==> src/rtl/aes_core_arbiter.sv <==
// Round-robin arbiter sharing one aes_core among NREQ requesters.
// Grants one key/plaintext pair at a time, waits for done or timeout, returns result over valid/ready.
module aes_core_arbiter #(
   parameter int NREQ    = 4,
   parameter int TIMEOUT = 15
) (
   input  logic                      clk,
   input  logic                      reset,
   input  logic [NREQ-1:0]           req,
   input  logic [NREQ*128-1:0]       req_key,
   input  logic [NREQ*128-1:0]       req_plaintext,
   output logic [NREQ-1:0]           gnt,
   output logic                      rsp_valid,
   input  logic                      rsp_ready,
   output logic [$clog2(NREQ)-1:0]   rsp_id,
   output logic [127:0]              rsp_cyphertext,
   output logic                      rsp_error,
   output logic                      core_load,
   output logic [127:0]              core_key,
   output logic [127:0]              core_plaintext,
   input  logic                      core_done,
   input  logic [127:0]              core_cyphertext,
   output logic                      busy
);

   localparam int IDW = $clog2(NREQ);
   // Last WAIT cycle value: the counter would reach TIMEOUT on the next increment.
   localparam logic [7:0] TO_LAST = 8'(TIMEOUT - 1);

   typedef enum logic [1:0] {S_IDLE, S_LOAD, S_WAIT, S_RESP} state_t;

   state_t         state, state_nxt;
   logic [IDW-1:0] last_gnt, sel_id, idx_b;
   logic           sel_vld;
   logic [7:0]     wait_cnt;
   logic           done_q, done_edge, timed_out;
   int             idx;

   assign done_edge = core_done && !done_q;
   assign timed_out = (wait_cnt == TO_LAST);

   // First asserted requester searching upward from last_gnt+1 with wrap.
   always_comb begin
      sel_id  = '0;
      sel_vld = 1'b0;
      idx     = 0;
      idx_b   = '0;
      for (int k = 1; k <= NREQ; k++) begin
         idx = int'(last_gnt) + k;
         if (idx >= NREQ) idx = idx - NREQ;
         idx_b = IDW'(idx);
         if (!sel_vld && req[idx_b]) begin
            sel_vld = 1'b1;
            sel_id  = idx_b;
         end
      end
   end

   always_ff @(posedge clk or posedge reset) begin
      if (reset) state <= S_IDLE;
      else       state <= state_nxt;
   end

   always_comb begin
      state_nxt = state;
      case (state)
         S_IDLE:  if (sel_vld) state_nxt = S_LOAD;
         S_LOAD:  state_nxt = S_WAIT;
         S_WAIT:  if (done_edge || timed_out) state_nxt = S_RESP;
         S_RESP:  if (rsp_ready) state_nxt = S_IDLE;
         default: state_nxt = S_IDLE;
      endcase
   end

   // Grant is qualified by reset so every output is quiet while reset is held.
   always_comb begin
      gnt = '0;
      if (state == S_IDLE && sel_vld && !reset) gnt[sel_id] = 1'b1;
      core_load = (state == S_LOAD);
      rsp_valid = (state == S_RESP);
      busy      = (state != S_IDLE);
   end

   always_ff @(posedge clk or posedge reset) begin
      if (reset) begin
         last_gnt       <= IDW'(NREQ - 1);
         rsp_id         <= '0;
         rsp_cyphertext <= '0;
         rsp_error      <= 1'b0;
         core_key       <= '0;
         core_plaintext <= '0;
         wait_cnt       <= '0;
         done_q         <= 1'b0;
      end else begin
         done_q <= core_done;
         case (state)
            S_IDLE: if (sel_vld) begin
               core_key       <= req_key[128*sel_id +: 128];
               core_plaintext <= req_plaintext[128*sel_id +: 128];
               rsp_id         <= sel_id;
            end
            S_LOAD: wait_cnt <= '0;
            S_WAIT: begin
               if (wait_cnt != 8'hFF) wait_cnt <= wait_cnt + 8'd1;
               if (done_edge) begin
                  rsp_cyphertext <= core_cyphertext;
                  rsp_error      <= 1'b0;
               end else if (timed_out) begin
                  rsp_cyphertext <= '0;
                  rsp_error      <= 1'b1;
               end
            end
            S_RESP: if (rsp_ready) last_gnt <= rsp_id;
            default: ;
         endcase
      end
   end

endmodule

==> config.mk <==
export PLATFORM = sky130hd
export DESIGN_NAME = aes_core_arbiter
export DESIGN_NICKNAME = d
export VERILOG_FILES = /design/src/rtl/aes_core_arbiter.sv
export SDC_FILE = /design/constraint.sdc
export NUM_CORES = 1
export LEC_CHECK = 0
export BUFFER_PORTS_ARGS = -buffer_cell sky130_fd_sc_hd__buf_4
export CORE_AREA = 3 3 608 610
export CTS_BUF_LIST = sky130_fd_sc_hd__clkbuf_8
export DETAILED_ROUTE_END_ITERATION = 10
export DIE_AREA = 0 0 611 613
export GPL_ROUTABILITY_DRIVEN = 0
export HOLD_SLACK_MARGIN = 0.06
export PLACE_DENSITY_LB_ADDON = 0.12
export SLEW_MARGIN = 20
export SYNTH_ARGS = -nofsm -noshare
export SYNTH_HDL_FRONTEND = slang
export SYNTH_SLANG_ARGS = --single-unit
==> constraint.sdc <==
create_clock -name clk -period 17 [get_ports clk]
set_clock_uncertainty 0.1 [all_clocks]
set_input_delay 3.4 -clock clk [delete_from_list [all_inputs] [get_ports clk]]
set_output_delay 3.4 -clock clk [all_outputs]
set_load 0.02 [all_outputs]
Word level (Yosys, flattened, before mapping)

Index checks and enable logic that the tools add are counted.

Bits in registers: 400
Output and inout bits: 394

$add $sub $neg: 9
Magnitude comparators: 10
Equality and inequality tests: 9
Shifts and indexed selects: 2
Mux-type cells: 33
Reduce and logical (&&, ||, !) cells: 22

Operator list:

| operator            | count |
|---|---|
| $shiftx 512x10->128 | 2 |
| $mux 128            | 2 |
| $mux 2              | 11 |
| $pmux 8 s2          | 1 |
| $lt 2x3->1 const B  | 5 |
| $mux 1              | 11 |
| $ge 3x3->1 const B  | 3 |
| $add 8x1->8 const B | 1 |
| $bmux 1 s2          | 4 |
| $eq 8x4->1 const B  | 1 |
| $mux 8              | 1 |
| $ne 8x8->1 const B  | 1 |
| $pmux 2 s4          | 1 |
| $reduce_and 2->1    | 4 |
| $sub 2x1->2 const B | 4 |
| $logic_and 1x1->1   | 7 |
| $add 2x2->3 const B | 2 |
| $ne 2x2->1 const B  | 3 |
| $reduce_bool 2->1   | 3 |
| $logic_not 1->1     | 5 |
| $add 2x3->4 const B | 1 |
| $eq 2x2->1 const B  | 2 |
| $ge 4x3->1 const B  | 1 |
| $mux 4              | 1 |
| other kinds (8)     | 8 |

Depth between registers and ports, before layout

Gate-level depths: netlist (run 1).

Depth in word-level cells: 20
Gate-level depth with buffers: 9
Gate-level depth less buffers: 7

Worst setup path after synthesis (run 1)

Ideal clock, no wire load.

Path type: input-to-output
Start point: input reset
End point: output gnt[3]
Data arrival time: 12856 ps
Setup slack: 644 ps
Stages on the path: 2
Path buffers: 0
Path through: inv_1 -> and4_1

Cells in the longest elaborated chain, start to end: 3

Ends and longest elaborated chain:

| element                          | line | source |
|---|---|---|
| start: declaration               | 8    | `input logic reset,` |
| $logic_not 1->1 (no source line) | n/a  |  |
| $logic_and 1x1->1                | 78   | `if (state == S_IDLE && sel_vld && !reset) gnt[sel_id] = 1'b1;` |
| $mux 4                           | 78   |  |
| end: declaration                 | 12   | `output logic [NREQ-1:0] gnt,` |

Every way passes these cells.

Worst setup path in the final report (run 1)

Start point: input req[1]
End point: output gnt[2]

Cells in the longest elaborated chain, start to end: 17

Ends and longest elaborated chain:

| element                                                        | line | source |
|---|---|---|
| start: declaration                                             | 9    | `input logic [NREQ-1:0] req,` |
| $bmux 1 s2                                                     | 52   | `if (!sel_vld && req[idx_b]) begin` |
| $mux 1 (implied by the code)                                   | 52   |  |
| $mux 1                                                         | 52   |  |
| $logic_not 1->1                                                | 52   |  |
| $logic_and 1x1->1                                              | 52   |  |
| $mux 1                                                         | 52   |  |
| $logic_not 1->1                                                | 52   |  |
| $logic_and 1x1->1                                              | 52   |  |
| $mux 1                                                         | 52   |  |
| $logic_not 1->1                                                | 52   |  |
| $logic_and 1x1->1                                              | 52   |  |
| $mux 2                                                         | 52   |  |
| $lt 2x3->1 (implied by the code) or $ge 2x1->1 (tied branches) | 78   |  |
| $logic_and 1x1->1 (implied by the code)                        | 78   |  |
| $mux 1 (implied by the code)                                   | 78   |  |
| $demux 1 s2                                                    | 78   |  |
| $mux 4 (*)                                                     | 78   |  |

Mark *: on every way between the ends. The rest lies on a longest branch, timed or not. The select of a mux whose other input is x is not followed.

==> results.sh, run 1 <==
export IMPL_ys_ff_latch=400
export IMPL_synth_edf_count=0
export IMPL_synthTopCellsByArea="dfrtp_1 (46%), mux2i_1 (12%), a221oi_1 (10%)"
export IMPL_ctsResizeCount=0
export IMPL_grt_pass1_vias=27100
export IMPL_port_buffers=1553
export IMPL_overflow=0
export IMPL_hp_class="reg2reg"
export IMPL_finalHoldViolCount=0
export IMPL_required_ns=13.50
export IMPL_synth_top_area_share_pct=46.1
export IMPL_period_share_pct=51.3
export IMPL_cp_max_fo=78
export IMPL_grt_pass1_wl_mm=343
export IMPL_slowest_delay_ns=0.68
export IMPL_max_freq_mhz=115
export IMPL_slew_viol_final=0
export IMPL_ant_nets=0
export IMPL_yosysUniqueCellTypes=45
export IMPL_cpMaxStageDelayCell="nor4_1"
export IMPL_max_slew_margin_pct=0.0875
export IMPL_yosys_cell_count_top_type="dfrtp_1"
export IMPL_fillers=42300
export IMPL_holdBufCountCts=0
export IMPL_p_leak_nw=17.1
export IMPL_fin_util_pct=11.2
export IMPL_avgSynthCellArea_sq_um=10.1
export IMPL_tightestPinTransition_ns=1.46
export IMPL_wire_per_inst_um=32.9
export IMPL_synthAdderAreaFrac_pct=0.405
export IMPL_antenna_found_initial=230
export IMPL_maxCapViolations=1
export IMPL_seq_area_frac_synth_pct=46.3
export IMPL_path_common_cell="buf_4"
export IMPL_cp_cell_sequence="buf_4, nor2_1, nand2_1, nand2_8, nor4_1, buf_4"
export IMPL_core_area_sq_um=365000
export IMPL_synthTopCellsByCount="dfrtp_1 (398), nor2_1 (265), o21ai_0 (260), mux2i_1 (258), o22ai_1 (257)"
export IMPL_htree_levels=3
export IMPL_synth_fp_nets=3304
export IMPL_async_flop_share_pct=100
export IMPL_area_growth_pct=88.6
export IMPL_setup_violations=0
export IMPL_grt_max_degree=111
export IMPL_dr_first_iter_drc_count=1812
export IMPL_synthMuxAreaShare_pct=12.2
export IMPL_postCtsSetupRepairBufs=0
export IMPL_die_w_um=611
export IMPL_peakVddDrop_uv=76.5
export IMPL_rsz0062_at_grt="false"
export IMPL_path_class="in2out"
export IMPL_numCtsBuffers=109
export IMPL_setup_tns_ns=0
export IMPL_synth_flop_cell="dfrtp_1"
export IMPL_final_nets=4789
export IMPL_synth_top_family_by_area="compound AO/OA/AOI/OAI gates"
export IMPL_avgViaCountPerCell=3.13
export IMPL_fin_crit_ns=8.71
export IMPL_powerDensity_nw_per_um2=178
export IMPL_die_y_um=613
export IMPL_cts_tree="built"
export IMPL_root_buffer="clkbuf_8"
export IMPL_dp_hpwl_mm=238
export IMPL_io_pins=1554
export IMPL_fin_area_sq_um=40800
export IMPL_syn_area_sq_um=21600
export IMPL_place_inst=8327
export IMPL_worstPathArrival_ns=5.21
export IMPL_drtPass1Iterations=5
export IMPL_cts_buffer_depth=4
export IMPL_end_kind="output port"
export IMPL_synth_cells=2137
export IMPL_rows=222
export IMPL_placed_area_sq_um=38600
export IMPL_clk_pin_slew_worst_paths_ns=0.06
export IMPL_ff2ff_setup_slack_ns=11.12
export IMPL_synth_compound_area_share_pct=29.7
export IMPL_reg2regPathDepth=10
export IMPL_startpoint_type="primary input"
export IMPL_ys_warn_count=0
export IMPL_rr_startpoint="state[0]"
export IMPL_rr_endpoint="core_key[47]"
export IMPL_cp_endpoint="gnt[2]"
export IMPL_drive_gt1_share_pct=47.7
export IMPL_synthXorXnorAreaFrac_pct=0.0405
export IMPL_wl_mm=282
export IMPL_initial_core_util_pct=5.92
export IMPL_grt_usage_pct=14.3
export IMPL_violations="capacitance limit"
export IMPL_die_area_sq_um=375000
export IMPL_cts_num_sinks=400
export IMPL_vias=26800
export IMPL_yosys_area_top_type="dfrtp_1"
export IMPL_route_detailed_drc=0
export IMPL_yosys_area_share_simple_pct=5.64
export IMPL_clk_latency_ns=1.01
export IMPL_status="complete, but fails checks"
export IMPL_stdcell_count=8570
export IMPL_crit_start="req[1]"
[routing by layer]
metal  wire length (um)  vias to the layer above  global-route usage, %
met5                584                        -                      0
met4               7280                       92                   3.08
met2             145000                     1377                   26.1
met3              25500                      434                   5.69
met1             104000                    13400                   15.5
li1                   -                    11500                      -
[how the worst min path moves through the flow]
stage,slack [ns],startpoint,endpoint,cells past startpoint
final,0.41,rsp_cyphertext[8],rsp_cyphertext[8],1
after CTS,0.41,rsp_cyphertext[8],rsp_cyphertext[8],1
after global placement,0.39,rsp_cyphertext[89],rsp_cyphertext[89],1
after global routing,0.42,rsp_cyphertext[96],rsp_cyphertext[96],1
after floorplan,0.38,wait_cnt[7],wait_cnt[7],1
after detailed placement,0.39,rsp_cyphertext[40],rsp_cyphertext[40],1
[registers in the layout, summed over array words and instances, names as in the netlist]
signal          count
core_plaintext    128
core_key          128
last_gnt            2
rsp_id              2
rsp_cyphertext    128
state               2
wait_cnt            8
done_q              1
rsp_error           1
[kinds of logic after synthesis]
family / after synthesis
AO/OA/AOI/OAI: 923
multiplexers: 262
adder cells (fa/ha/maj): 7
flip-flops: 400
XOR/XNOR: 1
buffers and inverters: 240
AND/OR/NAND/NOR: 304
[worst max-delay path: cells and delay by family]
kind	cells	cell delay [ns]
AND/OR/NAND/NOR	4	1.40
buffers and inverters	2	0.39
[power by group]
| group | internal (W) | leakage, nW | switching [W] |
|---|---|---|---|
| combinational | 0.00152 | 11.4 | 0.00263 |
| clock | 0.000683 | 1.22 | 0.000642 |
| sequential | 0.00140 | 4.51 | 0.000386 |
| total | 0.00361 | 17.1 | 0.00366 |
[area by class of cell]
cell class	instances	area, sq um	share of cell area (%)
well taps	4816	6030	14.8
repair buffers	1601	12100	29.6
inverters	13	56.3	0.138
flip-flops and latches	400	10000	24.6
clock buffers	126	1730	4.25
clock inverters	62	309	0.758
diodes	55	138	0.338
multi-input cells	1497	10400	25.6
[cells in the final DEF, fill, tap and decap left out, types with 3 or more instances in the layout]
cell type	netlist	layout
clkinv_2	0	13
buf_12	2	3
and3_1	5	4
nand2b_1	5	4
o21ai_1	5	5
a22o_1	128	128
nand2_1	10	10
mux2i_1	258	255
nand3_1	4	4
dfrtp_1	398	398
inv_1	13	56
mux2_2	4	4
o21ai_0	260	260
buf_4	5	1597
diode_2	0	55
a221oi_1	256	256
nor2_1	265	265
nor3_1	3	3
clkbuf_8	3	126
o22ai_1	257	257
a21oi_1	8	8
mux2i_2	0	3
ha_1	7	7
[through the flow]
stage	hold slack [ns]	power, W	setup WS, ns
4_1_cts	0.411	0.00753	8.27
3_3_place_gp	0.390	0.00608	8.31
3_5_place_dp	0.393	0.00610	8.28
2_1_floorplan	0.385	0.00388	0.644
6_report	0.406	0.00727	8.29
5_1_grt	0.423	0.00775	8.18
Power figures use the tool's default switching activity.
==> inputs of run 2 (changes only) <==
==> constraint.sdc (replaced) <==
create_clock -name clk -period 8.17 [get_ports clk]
set_clock_uncertainty 0.1 [all_clocks]
set_input_delay 1.634 -clock clk [delete_from_list [all_inputs] [get_ports clk]]
set_output_delay 1.634 -clock clk [all_outputs]
set_load 0.02 [all_outputs]
==> results.sh, run 2 (synthesis results as in run 1) <==
export IMPL_antenna_found_initial=218
export IMPL_whs_ns=0.407
export IMPL_end_kind="output port"
export IMPL_vias=26700
export IMPL_grt_util_met3_pct=4.92
export IMPL_hp_class="reg2reg"
export IMPL_root_buffer="clkbuf_8"
export IMPL_core_area_sq_um=365000
export IMPL_max_freq_mhz=201
export IMPL_drtPass1Iterations=5
export IMPL_cpMaxStageDelayCell="ha_1"
export IMPL_htree_levels=3
export IMPL_grt_pass1_wl_mm=335
export IMPL_final_nets=4788
export IMPL_crit_start="state[0]"
export IMPL_p_leak_nw=17.1
export IMPL_ant_nets=0
export IMPL_fin_area_sq_um=40900
export IMPL_powerDensity_nw_per_um2=370
export IMPL_overflow=0
export IMPL_use_met2_pct=25.8
export IMPL_drive_gt1_share_pct=48.0
export IMPL_cp_cell_sequence="inv_1, ha_1, inv_1, a21oi_4, buf_4, and3_2, buf_4"
export IMPL_dp_hpwl_mm=232
export IMPL_numCtsBuffers=106
export IMPL_cts_buffer_depth=4
export IMPL_use_met1_pct=15.2
export IMPL_maxCapViolations=0
export IMPL_slew_viol_final=0
export IMPL_hold_start="rsp_cyphertext[55]"
export IMPL_final_common_cell="buf_4"
export IMPL_cts_tree="built"
export IMPL_fillers=42100
export IMPL_finalHoldViolCount=0
export IMPL_route_detailed_drc=0
export IMPL_postCtsSetupRepairBufs=0
export IMPL_grt_usage_pct=14.0
export IMPL_port_buffers=1553
export IMPL_ctsResizeCount=0
export IMPL_initial_core_util_pct=5.92
export IMPL_wire_per_inst_um=32.2
export IMPL_cts_num_sinks=400
export IMPL_busiest_layer="met2"
export IMPL_die_area_sq_um=375000
export IMPL_required_ns=6.44
export IMPL_grt_max_degree=195
export IMPL_tightestPinTransition_ns=1.19
export IMPL_setup_violations=0
export IMPL_rr_startpoint="state[0]"
export IMPL_dr_first_iter_drc_count=1650
export IMPL_cp_num_buf_inv=4
export IMPL_clk_pin_slew_worst_paths_ns=0.06
export IMPL_holdBufCountCts=0
export IMPL_placed_area_sq_um=38700
export IMPL_io_pins=1554
export IMPL_layout_common_cells="buf_4 (1,589), dfrtp_1 (398), nor2_1 (265)"
export IMPL_die_y_um=613
export IMPL_slowest_delay_ns=0.55
export IMPL_area_growth_pct=89.2
export IMPL_fin_crit_ns=4.96
export IMPL_path_class="reg2out"
export IMPL_wl_mm=275
export IMPL_grt_pass1_vias=26900
export IMPL_period_share_pct=60.8
export IMPL_peakVddDrop_uv=177
export IMPL_worstPathArrival_ns=3.23
export IMPL_crit_family="buffers and inverters"
export IMPL_rows=222
export IMPL_largestRegisters="core_key (128), core_plaintext (128), rsp_cyphertext (128)"
export IMPL_startpoint_type="flop"
export IMPL_max_slew_margin_pct=18.4
export IMPL_status="finished clean"
export IMPL_avgViaCountPerCell=3.13
export IMPL_cp_max_fo=4
export IMPL_die_w_um=611
export IMPL_clk_latency_ns=0.97
export IMPL_rsz0062_at_grt="false"
-- run 2: changes by cell type in the layout (fill, tap and decap cells not counted), sizes merged --
cell and change:
buf +2, bufinv +1, clkinv +1, clkinvlp +3
diode -22, inv -10
-- run 2: final timing paths --
check / end / slack, ns / cells past startpoint
worst max-delay path: gnt[1] / 3.21 / 7
worst min-delay path: rsp_cyphertext[55] / 0.41 / 1
worst max register to register: core_key[87] / 4.05 / 9
worst min register to register: rsp_cyphertext[55] / 0.41 / 1
max in group asynchronous: rsp_cyphertext[120] / 4.71 / 5
min in group asynchronous: core_plaintext[82] / 0.69 / 2
-- run 2: routing by layer --
| layer | routed length [um] | up-vias |
|---|---|---|
| met3 | 22400 | 453 |
| met1 | 102000 | 13400 |
| met2 | 144000 | 1349 |
| met5 | 469 | - |
| met4 | 6510 | 70 |
| li1 | - | 11500 |
-- run 2: metrics by stage --
stage	util, %	instances	total power, W	setup slack, ns	setup TNS (ns)
finish	11.2	8545	0.0151	3.21	0
CTS	11.2	8510	0.0157	2.95	0
global route	11.2	8525	0.0162	2.98	0
detailed placement	10.6	8327	0.0127	3.26	0
global placement	10.6	8327	0.0127	3.22	0
floorplan	-	2137	0.00807	-2.18	-6.46
-- run 2: final cells by class --
class / instances / area [sq um] / area share, %
Clock buffer: 126 / 1730 / 4.24
Antenna cell: 33 / 82.6 / 0.202
Clock inverter: 57 / 325 / 0.796
Timing Repair Buffer: 1603 / 12200 / 29.9
Tap cell: 4816 / 6030 / 14.7
Inverter: 13 / 52.6 / 0.129
Sequential cell: 400 / 10000 / 24.5
Multi-Input combinational cell: 1497 / 10400 / 25.5
-- run 2: worst reg2reg max path, stage by stage, from the launching register on --
cell and delay (ns):
dfrtp_1 0.40, inv_1 0.12, ha_1 0.55, inv_1 0.22, a21oi_4 0.21, buf_4 0.41, buf_4 0.66, buf_4 0.81
o21ai_0 0.31, o22ai_1 0.14
-- run 2: power by group --
part	switching [W]	total (W)	leakage [nW]	internal (W)
Combinational	0.00546	0.00869	11.4	0.00324
Clock	0.00130	0.00275	1.19	0.00145
Sequential	0.000782	0.00369	4.51	0.00291
==> inputs of run 3 (changes only) <==
==> constraint.sdc (replaced) <==
create_clock -name clk -period 4.6 [get_ports clk]
set_clock_uncertainty 0.1 [all_clocks]
set_input_delay 0.92 -clock clk [delete_from_list [all_inputs] [get_ports clk]]
set_output_delay 0.92 -clock clk [all_outputs]
set_load 0.02 [all_outputs]
==> results.sh, run 3 (synthesis results as in run 1) <==
export IMPL_core_area_sq_um=365000
export IMPL_vias=28000
export IMPL_swShare_pct=48.8
export IMPL_max_slew_margin_pct=20.9
export IMPL_clk_latency_ns=0.94
export IMPL_dp_hpwl_mm=233
export IMPL_ctsResizeCount=0
export IMPL_regArea_sq_um=10000
export IMPL_wl_mm=277
export IMPL_htree_levels=3
export IMPL_p_leak_nw=18.6
export IMPL_startpoint_type="flop"
export IMPL_multi_input_area_sq_um=10400
export IMPL_dr_first_iter_drc_count=1801
export IMPL_rsz0062_at_grt="false"
export IMPL_ant_nets=0
export IMPL_antenna_found_initial=234
export IMPL_clk_pin_slew_worst_paths_ns=0.06
export IMPL_largestRegisters="core_key (128), core_plaintext (128), rsp_cyphertext (128)"
export IMPL_period_share_pct=88.2
export IMPL_maxCapViolations=0
export IMPL_seqPwrFrac_pct=23.5
export IMPL_drive_gt1_share_pct=44.6
export IMPL_setup_violations=0
export IMPL_area_growth_pct=105
export IMPL_setup_tns_ns=0
export IMPL_fin_crit_ns=4.06
export IMPL_grt_pass1_wl_mm=341
export IMPL_peakVddDrop_uv=413
export IMPL_worstPathArrival_ns=4.73
export IMPL_powerDensity_nw_per_um2=632
export IMPL_fin_util_pct=12.2
export IMPL_port_buffers=1553
export IMPL_final_nets=5122
export IMPL_avgViaCountPerCell=3.15
export IMPL_overflow=0
export IMPL_required_ns=5.27
export IMPL_wire_per_inst_um=31.1
export IMPL_end_kind="flop"
export IMPL_power_frac_clock_pct=17.6
export IMPL_grt_pass1_vias=28700
export IMPL_p_switching_w=0.0137
export IMPL_rows=222
export IMPL_initial_core_util_pct=5.92
export IMPL_die_area_sq_um=375000
export IMPL_power_w=0.0280
export IMPL_die_w_um=611
export IMPL_io_pins=1554
export IMPL_status="finished clean"
export IMPL_fillers=42000
export IMPL_slew_viol_final=0
export IMPL_final_common_cell="buf_4"
export IMPL_root_buffer="clkbuf_8"
export IMPL_grt_usage_pct=14.1
export IMPL_p_int_w=0.0144
export IMPL_die_y_um=613
export IMPL_cp_max_fo=105
export IMPL_grt_max_degree=193
export IMPL_tightestPinTransition_ns=1.19
export IMPL_path_class="reg2reg"
export IMPL_numCtsBuffers=107
export IMPL_combinationalPowerShare_pct=58.9
export IMPL_max_freq_mhz=247
export IMPL_cts_tree="built"
export IMPL_hp_class="in2reg"
export IMPL_route_detailed_drc=0
export IMPL_layout_common_cells="buf_4 (1,600), dfrtp_1 (398), dlygate4sd3_1 (306)"
export IMPL_drtPass1Iterations=8
export IMPL_finalHoldViolCount=0
export IMPL_whs_ns=0.255
export IMPL_cts_buffer_depth=4
export IMPL_cts_num_sinks=400
run 3: cell count changes in the layout (fill, tap and decap cells not counted), sizes merged:
cell	change
clkbuf	+4
inv	+2
buf	+27
clkinv	-3
dlygate4sd3	+306
diode	+14
clkinvlp	-3
run 3: power by group through the flow:
stage / registers (W) / logic, W / clock network (W)
floorplan: 0.00803 / 0.00630 / 0
global placement: 0.00663 / 0.0162 / 0
detailed placement: 0.00664 / 0.0163 / 0
CTS: 0.00662 / 0.0170 / 0.00534
global route: 0.00682 / 0.0177 / 0.00539
finish: 0.00658 / 0.0165 / 0.00494
run 3: final cells by class:
class | count | area share (%)
inverters | 13 | 0.118
repair buffers | 1936 | 35.3
flip-flops and latches | 400 | 22.6
clock buffers | 130 | 4.03
diodes | 47 | 0.265
well taps | 4816 | 13.6
clock inverters | 53 | 0.640
multi-input cells | 1497 | 23.5
run 3: what timing repair did:
action,in CTS,in global routing
buffers inserted,0,0
hold buffers,306,0
hold endpoints to repair,218,0
run 3: final timing paths:
check | from | to | slack (ns) | depth (start not counted)
setup / recovery | state[0] | core_plaintext[93] | 0.54 | 8
hold / removal | req_key[481] | core_key[97] | 0.25 | 3
setup reg to reg | state[0] | core_plaintext[93] | 0.54 | 8
hold reg to reg | rsp_cyphertext[80] | rsp_cyphertext[80] | 0.41 | 1
max in group asynchronous | reset | core_key[90] | 1.56 | 5
min in group asynchronous | reset | core_plaintext[84] | 0.62 | 3
run 3: worst max-delay path: stages (launching register included):
cell and delay (ns):
dfrtp_1 0.40, inv_1 0.13, ha_1 0.50, nand2_8 0.31, buf_12 0.28, a221oi_1 0.51
dlygate4sd3_1 0.62, o22ai_1 0.07, dlygate4sd3_1 0.57
run 3: metrics by stage:
step	instance area [sq um]	instances	setup slack, ns
final	44400	8892	0.544
after global routing	44300	8868	0.375
after CTS	44300	8845	0.303
after detailed placement	39100	8356	1.17
after global placement	39100	8356	1.17
after floorplan	21600	2137	-4.32
run 3: per-layer routing:
metal	vias up	global-route usage (%)	wire length [um]
met5	-	0	461
met4	74	3.60	7790
met3	433	4.40	20600
met2	1421	26.0	144000
met1	13900	15.5	104000
li1	12100	-	-
